$ cat src/rtl/ysyx_25020047_mem_pkg.sv
// Shared definitions for the IFU/LSU memory arbiter: FSM states, master IDs
// and default bus widths.
package ysyx_25020047_mem_pkg;

  localparam int ADDR_W_DEF  = 32;
  localparam int DATA_W_DEF  = 32;
  localparam int TIMEOUT_DEF = 255;

  typedef enum logic [1:0] {
    S_IDLE = 2'd0,
    S_REQ  = 2'd1,
    S_RESP = 2'd2
  } state_e;

  typedef enum logic {
    M_IFU = 1'b0,
    M_LSU = 1'b1
  } master_e;

  // The master that did not receive the previous grant.
  function automatic master_e other_master(input master_e m);
    return (m == M_IFU) ? M_LSU : M_IFU;
  endfunction

endpackage

$ cat src/rtl/ysyx_25020047_rr_arb2.sv
// Two-input round-robin grant. A single requester always wins; on contention
// the master that was not granted last time wins. last_grant starts at LSU so
// the IFU wins the first contention after reset.
module ysyx_25020047_rr_arb2
  import ysyx_25020047_mem_pkg::*;
(
  input  logic clk,
  input  logic rst,
  input  logic i_en,
  input  logic i_req_ifu,
  input  logic i_req_lsu,
  output logic o_gnt_valid,
  output logic o_gnt_id
);

  master_e r_last_grant;

  // Grant decision, combinational so the winner sees ready in the same cycle.
  // NOTE: every output of an always_comb gets a default first, otherwise a
  // path that skips an assignment infers a latch.
  always_comb begin
    o_gnt_valid = 1'b0;
    o_gnt_id    = M_IFU;
    if (i_en) begin
      if (i_req_ifu && i_req_lsu) begin
        o_gnt_valid = 1'b1;
        o_gnt_id    = other_master(r_last_grant);
      end else if (i_req_ifu) begin
        o_gnt_valid = 1'b1;
        o_gnt_id    = M_IFU;
      end else if (i_req_lsu) begin
        o_gnt_valid = 1'b1;
        o_gnt_id    = M_LSU;
      end
    end
  end

  // Remember who was granted last.
  // NOTE: sequential state uses non-blocking assignments so every register
  // samples its inputs from before the clock edge.
  always_ff @(posedge clk) begin
    if (rst) begin
      r_last_grant <= M_LSU;
    end else if (o_gnt_valid) begin
      r_last_grant <= master_e'(o_gnt_id);
    end
  end

endmodule

$ cat src/rtl/ysyx_25020047_mem_arb.sv
// Shares one memory slave port between the IFU (read-only) and the LSU.
// One outstanding transaction at a time, round-robin grant, and a response
// watchdog that answers with an error if the slave goes silent.
module ysyx_25020047_mem_arb
  import ysyx_25020047_mem_pkg::*;
#(
  parameter int ADDR_W  = ADDR_W_DEF,
  parameter int DATA_W  = DATA_W_DEF,
  parameter int TIMEOUT = TIMEOUT_DEF
) (
  input  logic                clk,
  input  logic                rst,
  input  logic                ifu_req_valid,
  output logic                ifu_req_ready,
  input  logic [ADDR_W-1:0]   ifu_addr,
  output logic                ifu_resp_valid,
  output logic [DATA_W-1:0]   ifu_resp_rdata,
  output logic                ifu_resp_err,
  input  logic                lsu_req_valid,
  output logic                lsu_req_ready,
  input  logic [ADDR_W-1:0]   lsu_addr,
  input  logic                lsu_wen,
  input  logic [DATA_W-1:0]   lsu_wdata,
  input  logic [DATA_W/8-1:0] lsu_wmask,
  output logic                lsu_resp_valid,
  output logic [DATA_W-1:0]   lsu_resp_rdata,
  output logic                lsu_resp_err,
  output logic                mem_req_valid,
  input  logic                mem_req_ready,
  output logic [ADDR_W-1:0]   mem_addr,
  output logic                mem_wen,
  output logic [DATA_W-1:0]   mem_wdata,
  output logic [DATA_W/8-1:0] mem_wmask,
  input  logic                mem_resp_valid,
  input  logic [DATA_W-1:0]   mem_resp_rdata,
  input  logic                mem_resp_err,
  output logic                spurious_resp
);

  localparam int MASK_W = DATA_W / 8;
  localparam int CNT_W  = (TIMEOUT > 0) ? $clog2(TIMEOUT + 1) : 1;
  localparam logic [CNT_W-1:0] TO_LIM = CNT_W'(TIMEOUT);

  state_e              r_state;
  state_e              w_state_nxt;
  master_e             r_owner;
  logic [ADDR_W-1:0]   r_addr;
  logic                r_wen;
  logic [DATA_W-1:0]   r_wdata;
  logic [MASK_W-1:0]   r_wmask;
  logic [CNT_W-1:0]    r_cnt;
  logic                r_spurious;

  logic w_arb_en;
  logic w_gnt_valid;
  logic w_gnt_id;
  logic w_resp_fire;
  logic w_timeout;

  // Grants only happen in S_IDLE; reset suppresses any same-cycle handshake.
  assign w_arb_en = (r_state == S_IDLE) && !rst;

  ysyx_25020047_rr_arb2 u_rr_arb2 (
    .clk         (clk),
    .rst         (rst),
    .i_en        (w_arb_en),
    .i_req_ifu   (ifu_req_valid),
    .i_req_lsu   (lsu_req_valid),
    .o_gnt_valid (w_gnt_valid),
    .o_gnt_id    (w_gnt_id)
  );

  // A real response always beats the watchdog in the same cycle.
  assign w_resp_fire = (r_state == S_RESP) && mem_resp_valid && !rst;
  assign w_timeout   = (TIMEOUT != 0) && (r_state == S_RESP) && !mem_resp_valid
                       && (r_cnt == TO_LIM) && !rst;

  assign mem_addr      = r_addr;
  assign mem_wen       = r_wen;
  assign mem_wdata     = r_wdata;
  assign mem_wmask     = r_wmask;
  assign spurious_resp = r_spurious;

  // State register.
  always_ff @(posedge clk) begin
    if (rst) r_state <= S_IDLE;
    else     r_state <= w_state_nxt;
  end

  // Next state and handshake/response outputs.
  always_comb begin
    w_state_nxt    = r_state;
    ifu_req_ready  = 1'b0;
    lsu_req_ready  = 1'b0;
    mem_req_valid  = 1'b0;
    ifu_resp_valid = 1'b0;
    ifu_resp_rdata = '0;
    ifu_resp_err   = 1'b0;
    lsu_resp_valid = 1'b0;
    lsu_resp_rdata = '0;
    lsu_resp_err   = 1'b0;

    case (r_state)
      S_IDLE: begin
        if (w_gnt_valid) begin
          w_state_nxt = S_REQ;
          if (w_gnt_id == M_IFU) ifu_req_ready = 1'b1;
          else                   lsu_req_ready = 1'b1;
        end
      end
      S_REQ: begin
        mem_req_valid = !rst;
        if (mem_req_ready) w_state_nxt = S_RESP;
      end
      S_RESP: begin
        if (w_resp_fire || w_timeout) begin
          w_state_nxt = S_IDLE;
          if (r_owner == M_IFU) begin
            ifu_resp_valid = 1'b1;
            ifu_resp_rdata = w_resp_fire ? mem_resp_rdata : '0;
            ifu_resp_err   = w_resp_fire ? mem_resp_err : 1'b1;
          end else begin
            lsu_resp_valid = 1'b1;
            lsu_resp_rdata = w_resp_fire ? mem_resp_rdata : '0;
            lsu_resp_err   = w_resp_fire ? mem_resp_err : 1'b1;
          end
        end
      end
      default: w_state_nxt = S_IDLE;
    endcase
  end

  // Latch the granted request; IFU fetches become full-word reads.
  always_ff @(posedge clk) begin
    if (rst) begin
      r_owner <= M_IFU;
      r_addr  <= '0;
      r_wen   <= 1'b0;
      r_wdata <= '0;
      r_wmask <= '0;
    end else if (w_gnt_valid) begin
      r_owner <= master_e'(w_gnt_id);
      if (w_gnt_id == M_LSU) begin
        r_addr  <= lsu_addr;
        r_wen   <= lsu_wen;
        r_wdata <= lsu_wdata;
        r_wmask <= lsu_wmask;
      end else begin
        r_addr  <= ifu_addr;
        r_wen   <= 1'b0;
        r_wdata <= '0;
        r_wmask <= '1;
      end
    end
  end

  // Watchdog: cleared while the request is issued, counts in S_RESP, saturates.
  always_ff @(posedge clk) begin
    if (rst) begin
      r_cnt <= '0;
    end else if (r_state == S_REQ) begin
      r_cnt <= '0;
    end else if ((r_state == S_RESP) && (r_cnt != '1)) begin
      r_cnt <= r_cnt + 1'b1;
    end
  end

  // Sticky flag for a slave response arriving when nothing is outstanding.
  always_ff @(posedge clk) begin
    if (rst) begin
      r_spurious <= 1'b0;
    end else if (mem_resp_valid && (r_state != S_RESP)) begin
      r_spurious <= 1'b1;
    end
  end

endmodule

$ cat config.mk
export PLATFORM = sky130hd
export DESIGN_NAME = ysyx_25020047_mem_arb
export DESIGN_NICKNAME = d
export VERILOG_FILES = /design/src/rtl/ysyx_25020047_mem_pkg.sv /design/src/rtl/ysyx_25020047_rr_arb2.sv /design/src/rtl/ysyx_25020047_mem_arb.sv
export SDC_FILE = /design/constraint.sdc
export NUM_CORES = 1
export LEC_CHECK = 0
export ABC_AREA = 0
export CELL_PAD_IN_SITES_DETAIL_PLACEMENT = 1
export CELL_PAD_IN_SITES_GLOBAL_PLACEMENT = 1
export CORE_ASPECT_RATIO = 0.75
export CORE_UTILIZATION = 21
export DETAILED_ROUTE_END_ITERATION = 8
export GPL_TIMING_DRIVEN = 0
export PLACE_DENSITY = 0.74
export SYNTH_ARGS = -nofsm -noshare
export SYNTH_HDL_FRONTEND = slang
export SYNTH_SLANG_ARGS = --single-unit
$ cat constraint.sdc
create_clock -name clk -period 1.6 [get_ports clk]
set_input_delay 0.4 -clock clk [delete_from_list [all_inputs] [get_ports clk]]
set_output_delay 0.4 -clock clk [all_outputs]
set_load 0.05 [all_outputs]
==> impl_metrics.json <==
{
  "h-tree-depth": 3,
  "min_path_cells": 2,
  "dpl.hpwl_mm": 12.9,
  "slowest_delay_ns": 0.34,
  "syn2layout_area_growth_pct": 126,
  "multiInputGateArea_um2": 2400,
  "synth_edf_count": 0,
  "rsz0062_at_grt": "yes",
  "start_util": 0.214,
  "drc": 0,
  "r2r_setup_slack_ns": -0.24,
  "ys_types": 41,
  "ctsHoldBuffers": 0,
  "synth_top_flop_cell": "dfxtp_1",
  "nNetsFinal": 881,
  "vias_per_cell": 4.46,
  "required_ns": 1.20,
  "track_usage": 0.189,
  "nFillCells": 1940,
  "yosys_warnings": 0,
  "r2r-start": "r_state[0]",
  "vias": 4397,
  "cp_max_fo": 10,
  "dieArea_um2": 18600,
  "layout_min_cycle_time_ns": 2.07,
  "worst_path_max_delay_cell": "dfxtp_4",
  "syn_area_um2": 3790,
  "setup_tns_ns": -39.35,
  "worstPathArrival_ns": 1.67,
  "fmax_mhz": 483,
  "detail-route-antenna-nets": 0,
  "hold_violations": 0,
  "grt_pass1_wl_mm": 27.1,
  "status": "finished with violations",
  "path_class": "flip-flop to output pin",
  "setup_violations": 131,
  "synthArstFlopShare": 0,
  "synth.avg_cell_area_um2": 9.06,
  "numCtsBuffers": 9,
  "die_w_um": 157,
  "path_cells": "nand2b_4 > nor2_4 > and3_4 > buf_8 > and2_4 > buf_8",
  "crit_start": "r_state[0]",
  "drt_iter0_drc": 113,
  "core_area_um2": 17700,
  "finalWeightedCongestion": 0.753,
  "grt_pass1_vias": 4829,
  "end_kind": "output pin",
  "diodes": 0,
  "cts_sinks": 82,
  "hold_start": "spurious_resp",
  "timing.rr.end": "mem_addr[3]",
  "die_h_um": 118,
  "root_buffer": "clkbuf_16",
  "p_leak_nw": 3.31,
  "vdd_ir_drop_max_mv": 0.475,
  "hold_path.class": "flip-flop to flip-flop",
  "final.setup_skew_ns": 0.00786,
  "syn_nets": 559,
  "clk_pin_slew_worst_paths_ns": 0.06,
  "worst_path_most_repeated_cell": "buf_8",
  "fin_ws_ns": -0.472,
  "rows": 42,
  "power_mw": 6.25,
  "violations": "negative setup slack",
  "grt_overflow": 0,
  "worst_setup_path_start_kind": "flip-flop",
  "drive_gt1_frac": 0.445,
  "worst_pin_slew_ns": 0.563,
  "totalWireLength_mm": 18.3,
  "drv_cap": 0,
  "syn-instance-count": 418,
  "cts_tree": "done",
  "finalCritPeriodShare": 1.29,
  "clockBufferDepth": 2,
  "ios": 281,
  "ys_ff_latch": 82,
  "dr.pass1.iters": 4,
  "regArea_um2": 1660,
  "worstSkewPairLatency_ns": 0.34,
  "maxSlewViolCount": 0,
  "relSlewSlack": 0.625,
  "pwr_density_cell_nw_per_um2": 731,
  "antenna_found_initial": 0,
  "portBuffers": 279,
  "ff2ff_path_depth": 10,
  "wl_per_cell_um": 18.6,
  "min_delay_worst_endpoint": "spurious_resp",
  "grt_max_degree": 15,
  "ys_seq_area_frac": 0.433
}
power by group:
group | switching, mW | internal [mW] | total, mW
sequential | 0.0934 | 2.19 | 2.28
clock | 0.881 | 1.21 | 2.09
combinational | 1.04 | 0.832 | 1.87
through the flow:
stage	hold WS, ns	area, um2	instances	setup slack (ns)	util
3_3_place_gp	0.454	7200	939	-1.37	0.408
4_1_cts	0.483	8270	977	-0.483	0.468
6_report	0.478	8540	986	-0.472	0.484
5_1_grt	0.508	8540	986	-0.556	0.484
3_5_place_dp	0.458	7200	939	-1.44	0.408
2_1_floorplan	0.436	4100	418	-0.176	-
area by class of cell:
class                   instances  area share
well taps                     242      0.0354
plain buffers                  33      0.0401
inverters                       2     0.00176
clock inverters                 5     0.00732
flip-flops and latches         82       0.194
multi-input cells             300       0.281
repair buffers                312       0.413
clock buffers                  10      0.0268
worst max-delay path, delay by kind of cell (launching register included):
kind / cells / cell delay (ns)
flip-flops: 1 / 0.34
AND/OR/NAND/NOR: 4 / 0.70
buffers and inverters: 2 / 0.30
flip-flops by register name (all words and copies together), names as in the netlist:
| register | count |
|---|---|
| mem_addr | 32 |
| mem_wdata | 32 |
| r_cnt | 8 |
| mem_wmask | 4 |
| r_state | 2 |
| mem_wen | 1 |
| r_owner | 1 |
| spurious_resp | 1 |
| u_rr_arb2.r_last_grant | 1 |
layer usage:
| metal | GRT usage | part of all wire | up-vias |
|---|---|---|---|
| met1 | 0.222 | 0.40 | 2170 |
| met2 | 0.348 | 0.54 | 119 |
| met5 | 0 | 0 | - |
| met4 | 0.0376 | 0.0089 | 0 |
| li1 | - | - | 2095 |
| met3 | 0.0447 | 0.051 | 13 |
worst max path at each step:
stage,endpoint,slack [ns],cells past startpoint
CTS,ifu_req_ready,-0.48,7
global placement,ifu_resp_rdata[18],-1.37,5
detailed placement,lsu_req_ready,-1.44,6
floorplan,ifu_req_ready,-0.18,6
finish,ifu_resp_rdata[24],-0.47,6
global route,ifu_resp_rdata[24],-0.56,6
timing repair:
| item | CTS | global route |
|---|---|---|
| cloned | 6 | 2 |
| resized for setup | 810 | 104 |
| setup endpoints to repair | 209 | 157 |
| setup buffers | 17 | 12 |
| pin swaps | 12 | 24 |
cell usage in the layout (no fill, tap or decap), types with 3 or more instances in the layout:
cell type | Yosys | routed
a21oi_1 | 8 | 7
a22oi_1 | 33 | 28
a22oi_2 | 0 | 5
and2_4 | 0 | 65
buf_12 | 0 | 8
buf_16 | 0 | 3
buf_4 | 0 | 21
buf_6 | 3 | 11
buf_8 | 3 | 77
clkbuf_1 | 18 | 11
clkbuf_16 | 0 | 12
clkbuf_2 | 0 | 17
clkdlybuf4s15_2 | 0 | 52
clkdlybuf4s50_1 | 0 | 135
dfxtp_1 | 82 | 73
dfxtp_2 | 0 | 6
dfxtp_4 | 0 | 3
dlygate4sd2_1 | 0 | 3
mux2i_1 | 34 | 22
mux2i_2 | 0 | 9
mux2i_4 | 0 | 3
nand2_1 | 5 | 4
nand2b_1 | 6 | 5
nand3b_1 | 32 | 32
nor2_1 | 53 | 49
nor2_4 | 0 | 4
o21ai_1 | 2 | 30
xor2_1 | 4 | 4
cell usage after synthesis, types with 3 or more instances:
library cell	n	area, um2
mux2i_1	34	340
o21ai_0	31	155
buf_6	3	33.8
buf_2	7	35.0
dfxtp_1	82	1640
nor2_1	53	199
nand2b_1	6	37.5
and2_1	65	407
buf_8	3	45.0
buf_1	3	11.3
clkbuf_1	18	67.6
nand2_1	5	18.8
nand3b_1	32	240
a21oi_1	8	40.0
a22oi_1	33	248
xor2_1	4	35.0
cells by family (layout without fill, tap and decap cells):
logic type	count (synthesis)	in the layout	share of synthesized area
AND/OR/NAND/NOR	177	177	0.270
AO/OA/AOI/OAI	84	84	0.141
flip-flops	82	82	0.433
buffers and inverters	36	362	0.0532
multiplexers	34	34	0.0899
XOR/XNOR	4	4	0.00925
adder cells (fa/ha/maj)	1	1	0.00330
No activity file was read; power rests on OpenSTA's default activity.
